**config.mk**
```make
export PLATFORM = sky130hd
export DESIGN_NAME = load_store_unit
export DESIGN_NICKNAME = d
export VERILOG_FILES = /design/src/rtl/load_store_unit.sv
export SDC_FILE = /design/constraint.sdc
export NUM_CORES = 1
export LEC_CHECK = 0
export CAP_MARGIN = 15
export CORE_AREA = 2 2 130 132
export DETAILED_ROUTE_END_ITERATION = 8
export DIE_AREA = 0 0 132 134
export PLACE_DENSITY = 0.69
export SETUP_SLACK_MARGIN = 0.02
export SLEW_MARGIN = 10
export SYNTH_ARGS = -nofsm -noshare
export SYNTH_HDL_FRONTEND = slang
export SYNTH_SLANG_ARGS = --single-unit
```
**constraint.sdc**
```tcl
create_clock -name clk -period 3.2 [get_ports clk]
set_clock_uncertainty 0.05 [all_clocks]
set_input_delay 0.64 -clock clk [delete_from_list [all_inputs] [get_ports clk]]
set_output_delay 0.64 -clock clk [all_outputs]
set_load 0.01 [all_outputs]
```
**src/rtl/load_store_unit.sv**
```systemverilog
// load_store_unit: initiator side of the word-only data-memory interface.
// Accepts one load/store request at a time and adds byte/halfword access:
// sign/zero extension on loads, read-modify-write for sub-word stores.
// Misaligned, illegal-funct3 and out-of-range requests complete with resp_err
// and make no memory access.
// Ports:
//   clk, rst_n                          clock, async active-low reset
//   req_valid/req_ready                 request handshake (ready only in IDLE)
//   req_store, req_funct3               operation and access size/extension
//   req_addr, req_wdata                 byte address, right-aligned store data
//   resp_valid, resp_rdata, resp_err    one-cycle completion pulse + result
//   mem_address, mem_writeData          word address and merged write word
//   mem_memWrite, mem_memRead           strobes, decoded from the state register
//   mem_readData                        combinational read data from memory
module load_store_unit #(
  parameter int unsigned MEM_BYTES = 4096
) (
  input  logic        clk,
  input  logic        rst_n,
  input  logic        req_valid,
  output logic        req_ready,
  input  logic        req_store,
  input  logic [2:0]  req_funct3,
  input  logic [31:0] req_addr,
  input  logic [31:0] req_wdata,
  output logic        resp_valid,
  output logic [31:0] resp_rdata,
  output logic        resp_err,
  output logic [31:0] mem_address,
  output logic [31:0] mem_writeData,
  output logic        mem_memWrite,
  output logic        mem_memRead,
  input  logic [31:0] mem_readData
);

  typedef enum logic [1:0] {
    S_IDLE = 2'd0,
    S_RD   = 2'd1,
    S_WR   = 2'd2,
    S_RESP = 2'd3
  } state_t;

  state_t      r_state;
  logic [31:0] r_addr;
  logic [15:0] r_wdata;
  logic [2:0]  r_funct3;
  logic        r_store;
  logic [31:0] r_mem_wdata;
  logic [31:0] r_resp_rdata;
  logic        r_resp_err;

  logic        w_illegal;
  logic        w_misaligned;
  logic        w_out_of_range;
  logic        w_err;
  logic [4:0]  w_byte_shamt;
  logic [4:0]  w_half_shamt;
  logic [31:0] w_lane;
  logic [31:0] w_load_data;
  logic [31:0] w_lane_mask;
  logic [31:0] w_lane_data;
  logic [31:0] w_merged;

  // Request checks on the live request inputs, used only at the accept edge.
  assign w_illegal      = (req_funct3 == 3'b011) || (req_funct3[2:1] == 2'b11) ||
                          (req_funct3[2] && req_store);
  assign w_misaligned   = ((req_funct3[1:0] == 2'b01) && req_addr[0]) ||
                          ((req_funct3[1:0] == 2'b10) && (req_addr[1:0] != 2'b00));
  assign w_out_of_range = (req_addr >= 32'(MEM_BYTES));
  assign w_err          = w_illegal || w_misaligned || w_out_of_range;

  assign w_byte_shamt = {r_addr[1:0], 3'b000};
  assign w_half_shamt = {r_addr[1], 4'b0000};

  // Load lane extraction: bring the addressed lane down to bit 0, then extend.
  always_comb begin
    w_lane      = 32'h0;
    w_load_data = mem_readData;
    case (r_funct3)
      3'b000: begin
        w_lane      = mem_readData >> w_byte_shamt;
        w_load_data = {{24{w_lane[7]}}, w_lane[7:0]};
      end
      3'b001: begin
        w_lane      = mem_readData >> w_half_shamt;
        w_load_data = {{16{w_lane[15]}}, w_lane[15:0]};
      end
      3'b100: begin
        w_lane      = mem_readData >> w_byte_shamt;
        w_load_data = {24'h0, w_lane[7:0]};
      end
      3'b101: begin
        w_lane      = mem_readData >> w_half_shamt;
        w_load_data = {16'h0, w_lane[15:0]};
      end
      default: begin
        w_lane      = 32'h0;
        w_load_data = mem_readData;
      end
    endcase
  end

  // Sub-word store merge: replace one byte or halfword lane of the read word.
  always_comb begin
    if (r_funct3[0]) begin
      w_lane_mask = 32'h0000_FFFF << w_half_shamt;
      w_lane_data = {16'h0, r_wdata} << w_half_shamt;
    end else begin
      w_lane_mask = 32'h0000_00FF << w_byte_shamt;
      w_lane_data = {24'h0, r_wdata[7:0]} << w_byte_shamt;
    end
    w_merged = (mem_readData & ~w_lane_mask) | (w_lane_data & w_lane_mask);
  end

  // Request FSM; reset aborts any access in flight.
  always_ff @(posedge clk or negedge rst_n) begin
    if (!rst_n) begin
      r_state      <= S_IDLE;
      r_addr       <= 32'h0;
      r_wdata      <= 16'h0;
      r_funct3     <= 3'b000;
      r_store      <= 1'b0;
      r_mem_wdata  <= 32'h0;
      r_resp_rdata <= 32'h0;
      r_resp_err   <= 1'b0;
    end else begin
      case (r_state)
        S_IDLE: begin
          if (req_valid) begin
            r_addr   <= req_addr;
            r_wdata  <= req_wdata[15:0];
            r_funct3 <= req_funct3;
            r_store  <= req_store;
            if (w_err) begin
              r_resp_err   <= 1'b1;
              r_resp_rdata <= 32'h0;
              r_state      <= S_RESP;
            end else if (req_store && (req_funct3 == 3'b010)) begin
              r_mem_wdata <= req_wdata;
              r_state     <= S_WR;
            end else begin
              r_state <= S_RD;
            end
          end
        end
        S_RD: begin
          if (r_store) begin
            r_mem_wdata <= w_merged;
            r_state     <= S_WR;
          end else begin
            r_resp_rdata <= w_load_data;
            r_resp_err   <= 1'b0;
            r_state      <= S_RESP;
          end
        end
        S_WR: begin
          r_resp_rdata <= 32'h0;
          r_resp_err   <= 1'b0;
          r_state      <= S_RESP;
        end
        S_RESP:  r_state <= S_IDLE;
        default: r_state <= S_IDLE;
      endcase
    end
  end

  assign req_ready     = (r_state == S_IDLE);
  assign resp_valid    = (r_state == S_RESP);
  assign resp_rdata    = r_resp_rdata;
  assign resp_err      = r_resp_err;
  assign mem_address   = {r_addr[31:2], 2'b00};
  assign mem_writeData = r_mem_wdata;
  assign mem_memRead   = (r_state == S_RD);
  assign mem_memWrite  = (r_state == S_WR);

endmodule

```
Word level (Yosys, flattened, before mapping):

Cells that the tools add are included.
W data, S select, Z words.

* register bits after elaboration: 119
* input port bits: 103
* output and inout bits: 101
* logic and storage cells: 74

* $lt $le $gt $ge: 1
* equality and inequality tests: 17
* shifts and indexed selects: 6
* muxes and demuxes: 21
* bitwise operators: 4
* reduce and logical (&&, ||, !) cells: 17

Operators with widths (count)
* $mux W32: 9
* $pmux W32 S4: 1
* $pmux W32 S3: 1
* $and A32 B32 Y32: 2
* $pmux W32 S2: 1
* $ge A32 B13 Y1 const B: 1
* $not A32 Y32: 1
* $or A32 B32 Y32: 1
* $shl A16 B5 Y32: 1
* $shl A16 B5 Y32 const A: 1
* $shl A8 B5 Y32: 1
* $shl A8 B5 Y32 const A: 1
* $shr A32 B5 Y16: 1
* $shr A32 B5 Y8: 1
* $eq A2 B2 Y1 const B: 4
* $pmux W2 S4: 1
* $eq A3 B2 Y1 const B: 2
* $eq A3 B3 Y1 const B: 2
* $mux W2: 3
* $ne A2 B1 Y1 const B: 3
* $ne A2 B2 Y1 const B: 3
* $logic_or A1 B1 Y1: 5
* $reduce_and A5 Y1: 1
* $eq A2 B1 Y1 const B: 2
* 10 further kinds: 17

Depth between registers and ports, before layout:

* depth after elaboration: 8
* gate-level depth with buffers: 9
* gate-level depth less buffers: 7

Least setup slack after synthesis:

No wires, ideal clock.

* path kind: in2reg
* from: input req_addr[30]
* to: register r_resp_rdata[10] (netlist: resp_rdata[10])
* library setup time: 0.125 ns
* arrival: 1.985 ns
* data required time: 3.025 ns
* slack: 1.040 ns
* cell stages on the path: 6
* buffers on the path: 1
* cells stage by stage: nor4_1 -> nand4_1 -> o21ai_1 -> a221oi_2 -> buf_6 -> mux2_2

* word-level cells in the longest chain between the ends: 4

RTL lines
* start, declared: line 24 `input logic [31:0] req_addr,`
* $ge A32 B13 Y1: line 69 `assign w_out_of_range = (req_addr >= 32'(MEM_BYTES));`
* $logic_or A1 B1 Y1: line 70 `assign w_err = w_illegal || w_misaligned || w_out_of_range;`
* $ne A2 B1 Y1 (no source line)
* $reduce_and A4 Y1 (no source line)
* end signal, assigned: line 151 `r_resp_rdata <= w_load_data;`
* end, declared: line 49 `logic [31:0] r_resp_rdata;`

No other way between the ends.
A chain may end at the register's enable or synchronous reset.

Worst setup path in the final report:

* from: register r_state[0]
* to: output req_ready

* word-level cells in the longest chain between the ends: 1

RTL lines
* start, declared: line 43 `state_t r_state;`
* start signal, assigned: line 118 `r_state <= S_IDLE;`
* start signal, assigned: line 137 `r_state <= S_RESP;`
* start signal, assigned: line 140 `r_state <= S_WR;`
* $logic_not A2 Y1: line 167 `assign req_ready = (r_state == S_IDLE);`
* end, declared: line 21 `output logic req_ready,`

No other way between the ends.

==> results.cfg <==
[final_layout]
seq_area_sq_um = 2980
drive_above_1_share = 0.217
finalNonFillerCells = 963
fill_cells = 1436
fin_area_sq_um = 8860
multi_input_area_sq_um = 2860
nets = 839
fin_util = 0.544
area_growth_pct = 39.4

[worst_setup_path]
r2r_start = r_addr[1]
cp.required_ns = 2.51
cpPeakStageDelay_ns = 0.64
arrival_ns = 2.01
worstRegToRegCells = 5
worstSetupPathType = flop to output pin
crit_fanout = 8
crit_chain = inv_1 -> ha_1 -> clkdlybuf4s50_1
r2r-end = resp_rdata[12]
end_kind = output pin
slowest_stage = clkdlybuf4s50_1
start_kind = flop
reg2reg_setup_slack_ns = 0.76

[clock_network]
tritoncts = built
clk_pin_slew_ns = 0.05
postCtsHoldBufs = 0
clockBufferDepth = 2
cts_resized = 0
clock_latency_ns = 0.41
root_buffer = clkbuf_16
postCtsSetupRepairBufs = 0
htree_levels = 4
cts.sinks = 119
cts_inserted_buffers = 17

[pwr]
p_clk_frac = 0.189
p_int_mw = 5.65
p_sw_frac = 0.360
power.share.sequential = 0.303
p_comb_frac = 0.507
power.switching_mw = 3.18
p_leak_nw = 3.76
ir_drop_v = 0.000496
p_per_area_nw_per_um2 = 997

[sta]
fin_setup_tns_ns = 0
worst_pin_slew_ns = 0.817
fin_crit_ns = 2.70
fmax_mhz = 370
hold_ws_ns = 0.181
rsz0062_at_grt = no
slew_violations = 0
setup_viol = 0
hold_viol = 0
relSlewSlack = 0.454
period_share = 0.845

[synthesis]
synth_top_area_frac = 0.469
synth_ff_type = dfrtp_1
synth_edf_count = 0
yosysWarnings = 0
netlist_instances = 567
yosysTopAreaCell = dfrtp_1
synthesis.area_sq_um = 6350
yosysUniqueCellTypes = 43
syn_area_per_cell_sq_um = 11.2
yosysMostFrequentCell = dfrtp_1
ys_seq_area_frac = 0.469
netlist_top_cells_area = dfrtp_1 (47%), mux2_2 (18%), mux2i_1 (5.8%)
ys_ff_latch = 119
async_reset_ff_frac = 1.00
synth_commonest_cells = dfrtp_1 (119), mux2_2 (104), a21oi_1 (54), mux2i_1 (37), nor2_1 (37)

[place]
place_area_sq_um = 8340
routabilityCongestion = 0.873
post-place-cells = 933
post-dp-hpwl_microns = 13900
port-buffer-count = 201

[floorplan]
start_util = 0.390
io_pins = 204
die_h_microns = 134
rows = 47
core_area_sq_um = 16300
dieArea_sq_um = 17700
die_w_microns = 132

[global_route]
antenna_found_initial = 2
grt_max_degree = 53
grt_pass1_wl_microns = 29100
grt_usage = 0.213
gr-total-overflow = 0
grt_pass1_vias = 5290

[route]
ant_nets = 0
drcViolationCount = 0
drt_pre_antenna_iters = 5
wire_per_inst_microns = 19.2
wirelength_microns = 18500
num_vias = 4976
drt_iter0_markers = 305
via_per_inst = 5.17

[status]
outcome = finished clean

[hold_path]
hold_class = input port to asynchronous set/reset pin

[flow_run]
cap_violations = 0
==> area by class of cell <==
type | instances | area share
sequential | 119 | 0.336
multi-input combinational | 357 | 0.323
timing repair buffer | 215 | 0.242
clock buffer | 23 | 0.0551
tap | 220 | 0.0311
inverter | 22 | 0.00932
clock inverter | 5 | 0.00283
antenna | 2 | 0.000565
==> critical path, delay by kind of cell (launching register included) <==
kind / cells / cell delay, ns
adders and majority gates: 1 / 0.43
buffers and inverters: 2 / 0.75
DFF: 1 / 0.42
==> cells by family (layout without fill, tap and decap cells) <==
group,after synthesis,after routing,synth area share
and+or+nand+nor,84,84,0.0599
buffers and inverters,92,265,0.0839
DFF,119,119,0.469
AOI/OAI and AO/OA,121,121,0.125
muxes,146,146,0.254
adders and majority gates,4,4,0.00788
other,1,4,0.000590
==> flip-flops by register name (all words and copies together), names as in the netlist <==
signal,flops
r_funct3,3
mem_writeData,32
resp_err,1
r_addr,32
r_wdata,16
r_store,1
resp_rdata,32
r_state,2
==> routing by layer <==
layer,routed length (microns),share of wire,GRT usage
met5,0,0,0
met2,9200,0.50,0.354
met1,7840,0.42,0.269
met3,1020,0.055,0.0552
met4,480,0.026,0.0803
==> worst max path at each step <==
stage / slack [ns] / startpoint / depth (start not counted) / endpoint
6_report: 0.50 / r_state[0] / 3 / req_ready
5_1_grt: 0.42 / r_state[0] / 3 / req_ready
4_1_cts: 0.48 / r_state[0] / 3 / req_ready
3_5_place_dp: 0.17 / req_addr[31] / 6 / mem_writeData[2]
3_3_place_gp: 0.28 / req_addr[28] / 7 / resp_rdata[13]
2_1_floorplan: 1.04 / req_addr[30] / 6 / resp_rdata[10]
==> power groups by stage <==
stage / Clock (mW) / Combinational, mW / Sequential, mW
2_1_floorplan: 0 / 2.94 / 2.64
3_3_place_gp: 0 / 4.39 / 2.66
3_5_place_dp: 0 / 4.49 / 2.69
4_1_cts: 1.70 / 4.50 / 2.68
5_1_grt: 1.78 / 4.81 / 2.77
6_report: 1.67 / 4.48 / 2.68
==> metrics by stage <==
| step | total power [mW] | setup WS [ns] |
|---|---|---|
| 2_1_floorplan | 5.58 | 1.04 |
| 3_3_place_gp | 7.05 | 0.282 |
| 3_5_place_dp | 7.18 | 0.173 |
| 4_1_cts | 8.89 | 0.481 |
| 5_1_grt | 9.36 | 0.419 |
| 6_report | 8.83 | 0.496 |
==> layout by cell type, fill, tap and decap left out, drive strengths merged, types with 2 or more instances in the layout <==
master / count
a21oi: 58
nand4: 2
buf: 15
nor2: 38
o32ai: 2
a22oi: 3
conb: 2
a21boi: 2
clkinv: 6
o21ai: 23
nand3: 6
ha: 4
mux2: 108
clkbuf: 23
a211oi: 5
a22o: 21
nand2b: 2
nor4: 5
nor2b: 2
mux2i: 37
diode: 2
clkdlybuf4s50: 200
inv: 21
nand2: 21
nor3: 7
dfrtp: 119
Note: power is estimated with default switching activity, not from simulation.
